### src/rtl/div_pkg.sv
// Shared definitions for the divider result queue.
// The default operand width and the packed result entry {err, q, r} live here.
package div_pkg;

  // Default quotient/remainder width; matches the divider datapath.
  localparam int DIV_WIDTH = 4;

  // One divider result as it is stored in the queue.
  typedef struct packed {
    logic                 err;
    logic [DIV_WIDTH-1:0] q;
    logic [DIV_WIDTH-1:0] r;
  } div_res_t;

  // Width of one packed entry for an arbitrary operand width.
  function automatic int entry_bits(input int width);
    return 2 * width + 1;
  endfunction

endpackage

### src/rtl/div_res_ram.sv
// Storage array for the divider result queue.
// One synchronous write port and one asynchronous (combinational) read port.
module div_res_ram #(
  parameter int DW    = 9,
  parameter int DEPTH = 4,
  parameter int AW    = $clog2(DEPTH)
) (
  input  logic          clk,
  input  logic          i_we,
  input  logic [AW-1:0] i_waddr,
  input  logic [DW-1:0] i_wdata,
  input  logic [AW-1:0] i_raddr,
  output logic [DW-1:0] o_rdata
);

  logic [DW-1:0] r_mem [DEPTH];

  // Write the addressed entry on the rising edge when enabled.
  // NOTE: the array has no reset; occupancy is tracked by the pointers and
  // the count, so stale contents are never presented and no reset tree is spent.
  always_ff @(posedge clk) begin
    if (i_we) begin
      r_mem[i_waddr] <= i_wdata;
    end
  end

  assign o_rdata = r_mem[i_raddr];

endmodule

### src/rtl/div_result_fifo.sv
// Result queue that sits behind a multi-cycle divider.
// Captures {error, q, r} on each rising edge of the divider's done level,
// presents the oldest entry with valid/ready handshaking, and flags drops.
// Optional statistics outputs are enabled with the DIV_RESULT_STATS_EN macro.
module div_result_fifo
  import div_pkg::*;
#(
  parameter int WIDTH = DIV_WIDTH,
  parameter int DEPTH = 4
) (
  input  logic                     clk,
  input  logic                     rst,
  input  logic [WIDTH-1:0]         q,
  input  logic [WIDTH-1:0]         r,
  input  logic                     error,
  input  logic                     done,
  input  logic                     flush,
  input  logic                     out_ready,
  output logic                     out_valid,
  output logic [WIDTH-1:0]         out_q,
  output logic [WIDTH-1:0]         out_r,
  output logic                     out_err,
  output logic [$clog2(DEPTH):0]   count,
  output logic                     full,
`ifdef DIV_RESULT_STATS_EN
  output logic [7:0]               res_cnt,
  output logic [7:0]               err_cnt,
`endif
  output logic                     overflow
);

  localparam int AW = $clog2(DEPTH);
  localparam int CW = AW + 1;
  localparam int DW = entry_bits(WIDTH);

  logic          r_done_d;
  logic [AW-1:0] r_wr_ptr;
  logic [AW-1:0] r_rd_ptr;
  logic [CW-1:0] r_count;
  logic [CW-1:0] w_count_next;
  logic          r_overflow;
  logic          w_capture;
  logic          w_pop;
  logic          w_write;
  logic          w_drop;
  logic          w_full;
  logic          w_valid;
  logic [DW-1:0] w_wdata;
  logic [DW-1:0] w_rdata;

  assign w_valid   = (r_count != '0);
  assign w_full    = (r_count == CW'(DEPTH));
  assign w_capture = done & ~r_done_d;
  assign w_pop     = w_valid & out_ready & ~flush;
  // A capture into a full queue still lands when the head leaves on the same edge.
  assign w_write   = w_capture & ~flush & (~w_full | w_pop);
  assign w_drop    = w_capture & ~flush & w_full & ~w_pop;
  assign w_wdata   = {error, q, r};

  div_res_ram #(
    .DW    (DW),
    .DEPTH (DEPTH),
    .AW    (AW)
  ) u_ram (
    .clk     (clk),
    .i_we    (w_write),
    .i_waddr (r_wr_ptr),
    .i_wdata (w_wdata),
    .i_raddr (r_rd_ptr),
    .o_rdata (w_rdata)
  );

  // Delayed done for edge detection; held high in reset so a level that is
  // already high at reset release is not mistaken for a new result.
  // NOTE: sequential state uses non-blocking assignments so every register
  // samples pre-edge values regardless of block ordering.
  always_ff @(posedge clk or negedge rst) begin
    if (!rst) begin
      r_done_d <= 1'b1;
    end else begin
      r_done_d <= done;
    end
  end

  // Next occupancy from the write/pop combination.
  // NOTE: the combinational block assigns its output a default first so no
  // path leaves it unassigned and no latch is inferred.
  always_comb begin
    w_count_next = r_count;
    if (w_write && !w_pop) begin
      w_count_next = r_count + CW'(1);
    end else if (!w_write && w_pop) begin
      w_count_next = r_count - CW'(1);
    end
  end

  // Pointers and count; flush empties the queue ahead of any write or pop.
  always_ff @(posedge clk or negedge rst) begin
    if (!rst) begin
      r_wr_ptr <= '0;
      r_rd_ptr <= '0;
      r_count  <= '0;
    end else if (flush) begin
      r_wr_ptr <= '0;
      r_rd_ptr <= '0;
      r_count  <= '0;
    end else begin
      if (w_write) begin
        r_wr_ptr <= r_wr_ptr + AW'(1);
      end
      if (w_pop) begin
        r_rd_ptr <= r_rd_ptr + AW'(1);
      end
      r_count <= w_count_next;
    end
  end

  // Sticky drop flag, cleared only by flush or reset.
  always_ff @(posedge clk or negedge rst) begin
    if (!rst) begin
      r_overflow <= 1'b0;
    end else if (flush) begin
      r_overflow <= 1'b0;
    end else if (w_drop) begin
      r_overflow <= 1'b1;
    end
  end

`ifdef DIV_RESULT_STATS_EN
  logic [7:0] r_res_cnt;
  logic [7:0] r_err_cnt;

  // Accepted-result counter wraps; error counter saturates.
  always_ff @(posedge clk or negedge rst) begin
    if (!rst) begin
      r_res_cnt <= '0;
      r_err_cnt <= '0;
    end else if (flush) begin
      r_res_cnt <= '0;
      r_err_cnt <= '0;
    end else if (w_write) begin
      r_res_cnt <= r_res_cnt + 8'd1;
      if (error && (r_err_cnt != 8'hFF)) begin
        r_err_cnt <= r_err_cnt + 8'd1;
      end
    end
  end

  assign res_cnt = r_res_cnt;
  assign err_cnt = r_err_cnt;
`endif

  // Head entry is forced to zero while the queue is empty.
  assign out_valid = w_valid;
  assign out_err   = w_valid & w_rdata[DW-1];
  assign out_q     = w_valid ? w_rdata[2*WIDTH-1:WIDTH] : '0;
  assign out_r     = w_valid ? w_rdata[WIDTH-1:0]       : '0;
  assign count     = r_count;
  assign full      = w_full;
  assign overflow  = r_overflow;

endmodule
### config.mk
export PLATFORM = sky130hd
export DESIGN_NAME = div_result_fifo
export DESIGN_NICKNAME = d
export VERILOG_FILES = /design/src/rtl/div_pkg.sv /design/src/rtl/div_res_ram.sv /design/src/rtl/div_result_fifo.sv
export SDC_FILE = /design/constraint.sdc
export NUM_CORES = 1
export LEC_CHECK = 0
export BUFFER_PORTS_ARGS = -buffer_cell sky130_fd_sc_hd__buf_2
export CORE_AREA = 2 2 65 67
export DETAILED_ROUTE_END_ITERATION = 12
export DIE_AREA = 0 0 67 69
export PLACE_DENSITY = 0.76
export SLEW_MARGIN = 0
export SYNTH_ARGS = -nofsm -noshare
export SYNTH_HDL_FRONTEND = slang
export SYNTH_HIERARCHICAL = 1
export SYNTH_SLANG_ARGS = --single-unit
### constraint.sdc
create_clock -name clk -period 5.2 [get_ports clk]
set_clock_uncertainty 0.2 [all_clocks]
set_input_delay 0.52 -clock clk [delete_from_list [all_inputs] [get_ports clk]]
set_output_delay 0.52 -clock clk [all_outputs]
set_load 0.005 [all_outputs]
==> results of run 1 <==
placed cells by master, fill, tap and decap left out, drive strengths merged, types with 2 or more instances in the layout:
cell    instances
and2           11
and3b           2
buf            28
clkbuf          6
dfrtp           8
edfxtp         36
inv             2
mux2            2
mux4            9
nand2           2
nand3           4
nor2           13
or3             2
xor2            4
power by group through the flow:
stage,Clock [W],Sequential (W),Combinational (W)
2_1_floorplan,0,0.000438,0.000199
3_3_place_gp,0,0.000464,0.000252
3_5_place_dp,0,0.000467,0.000265
4_1_cts,0.000258,0.000460,0.000266
5_1_grt,0.000273,0.000466,0.000288
6_report,0.000253,0.000457,0.000262
cells in the mapped netlist:
master / number
and3b_1: 2
nand3_1: 4
and2b_2: 1
clkbuf_2: 1
edfxtp_1: 36
a221oi_2: 1
a32oi_1: 1
fa_1: 1
mux4_2: 9
nor2_1: 13
inv_1: 2
dfrtp_1: 8
and3_1: 1
xor2_1: 4
nor3b_1: 1
xnor2_1: 1
a21oi_1: 1
dfstp_2: 1
nand2_1: 2
clkbuf_1: 2
or3_1: 2
nand2b_1: 1
mux2_1: 2
buf_6: 1
o21ba_1: 1
o21a_1: 1
a21o_1: 1
and2_1: 11
or4b_1: 1
sequential cells by signal (all words and copies together), names as in the netlist:
register	cells
r_rd_ptr	2
overflow	1
r_done_d	1
count	3
r_wr_ptr	2
u_ram/r_mem	36
kinds of logic (layout without fill, tap and decap cells):
group	after synthesis	after routing	synth area share, %
muxes	11	11	11.9
AOI/OAI and AO/OA	6	6	2.84
xor gates and xnor gates	5	5	2.31
and+or+nand+nor	39	39	11.3
adders and majority gates	1	1	1.06
DFF	45	45	69.0
buffers and inverters	6	39	1.65
worst max-delay path: stages, from the launching register on:
cell and delay [ns]:
dfrtp_1 0.45, or4b_1 0.61, nand2_1 0.14, nor2_1 0.09
and2_1 0.17, fa_1 0.44, or3_1 0.39, a32oi_1 0.21
a21oi_1 0.09
metrics by stage:
stage	util (%)	hold WS [ns]	cell area (um^2)
2_1_floorplan	-	0.0244	1900
3_3_place_gp	53.1	0.180	2080
3_5_place_dp	53.1	0.188	2080
4_1_cts	56.1	0.133	2200
5_1_grt	56.1	0.130	2200
6_report	56.1	0.139	2200
routing by layer:
metal  vias to the layer above  share of wire [%]  global-route usage (%)
met5                         -                  0                       0
met1                       554                 38                    19.2
met4                         0                1.4                    6.12
li1                        488                  -                       -
met3                         6                5.0                    4.89
met2                        30                 55                    27.3
how the worst min path moves through the flow:
stage	startpoint	end	slack (ns)
floorplan	rst	count[0]	0.02
global placement	rst	count[2]	0.18
detailed placement	rst	overflow	0.19
CTS	done	r_done_d	0.13
global route	done	r_done_d	0.13
finish	done	r_done_d	0.14
area by class of cell:
class,count,area (um^2),share of cell area (%)
Tap cell,50,62.6,2.85
Timing Repair Buffer,29,150,6.83
Clock inverter,2,35.0,1.59
Multi-Input combinational cell,62,562,25.6
Inverter,2,7.51,0.342
Sequential cell,45,1310,59.5
Clock buffer,6,72.6,3.30
==> summary.txt, run 1 <==
synth warn -> 6
TritonRoute pass-1 iters -> 4
largest net degree at the start of global routing -> 15
Net Switching -> 0.000273 W
hold path depth -> 1
Layout area overhead -> 15.9%
die extent in y -> 69 um
post-synth top area cell -> edfxtp_1
Die Width -> 67 um
overall power -> 0.000972 W
Final setup viols -> 0
Via density -> 5.50
Rows -> 23
Fillers -> 330
Starting Density -> 48.4%
Worst Path Arrival -> 2.88 ns
main area contributors after synthesis -> edfxtp_1, mux4_2, dfrtp_1
fin crit share -> 55.9%
worst skew pair latency -> 0.29 ns
final hold viol count -> 0
vias in the first global route -> 1109
Synth Net Count -> 128
post-synthesis cell type count -> 29
placed insts -> 187
CP required -> 5.18 ns
R2R Setup Slk -> 2.30 ns
Routed Antenna Nets -> 0
final worst slack -> 2.30 ns
DR iter-0 viols -> 42
R2R Path End -> count[2]
TNS Setup -> 0 ns
Max Cap Viol -> 0
CP startpoint kind -> register
Worst slew margin -> 46.9%
Max IR drop VDD -> 200 uV
Die Area -> 4620 um^2
Longest Clk Path Bufs -> 2
Max Slew Vio Count -> 0
CP Launch Point -> count[0]
min Tclk post-route -> 2.90 ns
critical path endpoint category -> register
gp weighted congestion -> 0.721
CTS resizes -> 0
register area share after synthesis -> 69.0%
post-route insts no fill -> 196
post-CTS setup buffers -> 0
reg-to-reg startpoint -> count[0]
I/O pins -> 29
Setup crit end -> count[2]
RSZ-0062 raised after global routing -> no
Clock power frac -> 26.0%
final net count -> 160
routed len/inst -> 17.0 um
final WL -> 3330 um
Worst-Margin Slew -> 0.793 ns
Worst Hold Class -> input pin to register
Worst-path clk slew -> 0.08 ns
Switching Share -> 28.1%
initial antenna violation count -> 0
status -> complete, no violations
FF-to-FF path depth -> 8
Port Buffers -> 28
Int Power -> 0.000699 W
Yosys reg bits -> 45
worst-path fanout max -> 7
PwrDens -> 443 nW/um^2
Antenna diodes -> 0
Reg power frac -> 47.0%
CTS tree -> built
H-tree levels -> 2
Total GRT Usage -> 16.2%
CORE AREA -> 3910 um^2
Post-Syn Area -> 1900 um^2
# clock sinks -> 45
Combinational Power Share -> 26.9%
top cell type's share of synthesized area -> 57.0%
Mapped Cells -> 113
Clock Tree Root -> clkbuf_8
critical path class -> register to register
hold buffer count at cts -> 1
layout cells sized above 1 -> 32.9%
GR Overflow Total -> 0
total CTS buffers -> 5
Post-route DRC -> 0
Leak -> 0.842 nW
syn_area_per_cell -> 16.8 um^2
Max Freq -> 344 MHz
DP Wirelength -> 2300 um
Placement Setup Slack -> 2.15 ns
via count -> 1078
first-pass GRT wire length -> 5360 um
Note: power is estimated with default switching activity, not from simulation.
==> run 2: changes to the inputs <==
Settings changed: ABC_AREA set to 1, CORE_AREA 2 2 65 67 to 2 2 71 73, DIE_AREA 0 0 67 69 to 0 0 73 75, PLACE_DENSITY 0.76 to 0.75.
Clock period 5.2 ns to 2.8 ns, I/O delays scaled along.
==> summary.txt, run 2 <==
status -> complete, no violations
Die Area -> 5480 um^2
Yosys reg bits -> 45
Total GRT Usage -> 15.7%
# clock sinks -> 45
Post-Syn Area -> 2270 um^2
asr flop ratio synth -> 20.0%
I/O pins -> 29
Post-synth EDFFs -> 36
synth cell count leaders -> inv_1, nand2_1, edfxtp_1
most common cell in the netlist -> inv_1
final core occ -> 57.1%
Starting Density -> 48.7%
Clock Tree Root -> clkbuf_8
gp weighted congestion -> 0.862
CTS tree -> built
Max Cap Viol -> 0
routed len/inst -> 11.5 um
Max IR drop VDD -> 291 uV
DR iter-0 viols -> 45
Worst Path Arrival -> 1.65 ns
worst path cell trace -> inv_1, nand2_2, clkinv_1, nor2_1, buf_2
Leak -> 1.30 nW
post-route insts no fill -> 333
synth warn -> 6
GR Overflow Total -> 0
TritonRoute pass-1 iters -> 4
CP required -> 2.32 ns
reg-to-reg startpoint -> count[2]
Int Power -> 0.00120 W
Final setup viols -> 0
Port Buffers -> 28
Reg with most FFs -> u_ram/r_mem
worst-path fanout max -> 9
Routed Antenna Nets -> 0
critical path endpoint category -> primary output
Synth Net Count -> 247
Clock power frac -> 21.2%
critical path class -> register to primary output
final net count -> 293
RSZ-0062 raised after global routing -> no
Worst-Margin Slew -> 0.481 ns
Worst-path clk slew -> 0.08 ns
CP startpoint kind -> register
Antenna diodes -> 0
CP Launch Point -> count[2]
Reg power frac -> 44.3%
DP Area -> 2470 um^2
layout cells sized above 1 -> 27.6%
Via density -> 4.58
Longest Clk Path Bufs -> 2
syn_area_per_cell -> 9.78 um^2
via count -> 1525
TNS Setup -> 0 ns
min Tclk post-route -> 2.13 ns
Combinational Power Share -> 34.5%
slowest cell delay on critical path -> 0.46 ns
Main synth FF type -> edfxtp_1
PwrDens -> 700 nW/um^2
Max Freq -> 470 MHz
Max Slew Vio Count -> 0
most frequent cells in the layout -> inv_1, nand2_1, edfxtp_1
Post-route DRC -> 0
post-synth top area cell -> edfxtp_1
Worst slew margin -> 67.9%
final WL -> 3840 um
worst skew pair latency -> 0.29 ns
final hold viol count -> 0
total CTS buffers -> 5
CORE AREA -> 4660 um^2
Hold WS -> 0.0149 ns
Net Switching -> 0.000667 W
post-synthesis cell type count -> 30
register area share after synthesis -> 57.6%
initial antenna violation count -> 0
placed insts -> 315
Crit-path slowest cell -> dfrtp_1
final instance area -> 2660 um^2
largest net degree at the start of global routing -> 19
Layout area overhead -> 17.3%
commonest non-fill, non-tap cell in the layout -> inv_1
Mapped Cells -> 232
fin crit share -> 76.0%
top cell type's share of synthesized area -> 47.7%
die extent in y -> 75 um
hold path startpoint -> r[0]
post-CTS setup buffers -> 0
DP Wirelength -> 2640 um
main area contributors after synthesis -> edfxtp_1, inv_1, dfrtp_1
H-tree levels -> 2
Worst Hold Class -> input pin to register
Switching Share -> 35.8%
Die Width -> 73 um
vias in the first global route -> 1359
first-pass GRT wire length -> 6190 um
Largest register FFs -> 36
Rows -> 25
==> run 2: changes by cell type after synthesis, moves of 9 or more <==
cell | before | now
mux4_2 | 9 | 0
nand2_1 | 2 | 48
nand2_2 | 0 | 12
inv_1 | 2 | 58
and2_1 | 11 | 0
nand3_2 | 0 | 11
==> run 2: repair_timing <==
item                                   in CTS  in global routing
resized for setup                           0                  0
hold buffers                               10                  0
endpoints found under the hold margin      41                  0
==> run 2: critical path: cells and delay by family, from the launching register on <==
kind,cells,cell delay (ns)
and+or+nand+nor,2,0.34
DFF,1,0.46
buffers and inverters,3,0.55
==> run 2: cell families after synthesis <==
family | count (synthesis) | share of synthesized area (%)
simple gates | 112 | 26.9
buf+inv | 67 | 12.7
flops | 45 | 57.6
compound gates | 5 | 1.16
xor+xnor | 2 | 0.772
fa+ha+maj | 1 | 0.883
==> run 2: power by group through the flow <==
stage	clock (W)	combinational (W)	sequential [W]
floorplan	0	0.000477	0.000816
global placement	0	0.000627	0.000839
detailed placement	0	0.000637	0.000841
CTS	0.000407	0.000650	0.000826
global route	0.000435	0.000723	0.000833
finish	0.000395	0.000643	0.000825
==> run 2: per-layer routing <==
layer  routed length (um)  vias to the layer above  part of all wire (%)  track usage [%]
met5                    0                        -                     0                0
met4                  102                        0                   2.7             8.44
met3                  166                        8                   4.3             3.61
met2                 1960                       38                    51             26.4
met1                 1610                      674                    42             18.8
li1                     -                      805                     -                -
==> run 2: path summary, 6_finish.rpt <==
path	to	slack, ns	cells past startpoint
min in group asynchronous	r_rd_ptr[1]	0.16	2
max in group asynchronous	r_done_d	2.00	2
max	out_r[1]	0.67	5
min	u_ram/r_mem[3][0]	0.01	1
max reg2reg	count[2]	0.73	12
min reg2reg	overflow	0.34	2
==> run 2: cell type report <==
type / instances / area, um^2
well taps: 54 / 67.6
clock inverters: 3 / 21.3
repair buffers: 43 / 278
clock buffers: 5 / 68.8
flip-flops and latches: 45 / 1310
multi-input cells: 120 / 673
fillers: 379 / 2000
inverters: 63 / 244
==> run 2: metrics by stage <==
step	power, W	setup WS, ns
CTS	0.00188	0.649
global placement	0.00147	0.754
global route	0.00199	0.529
detailed placement	0.00148	0.739
finish	0.00186	0.671
floorplan	0.00129	0.784
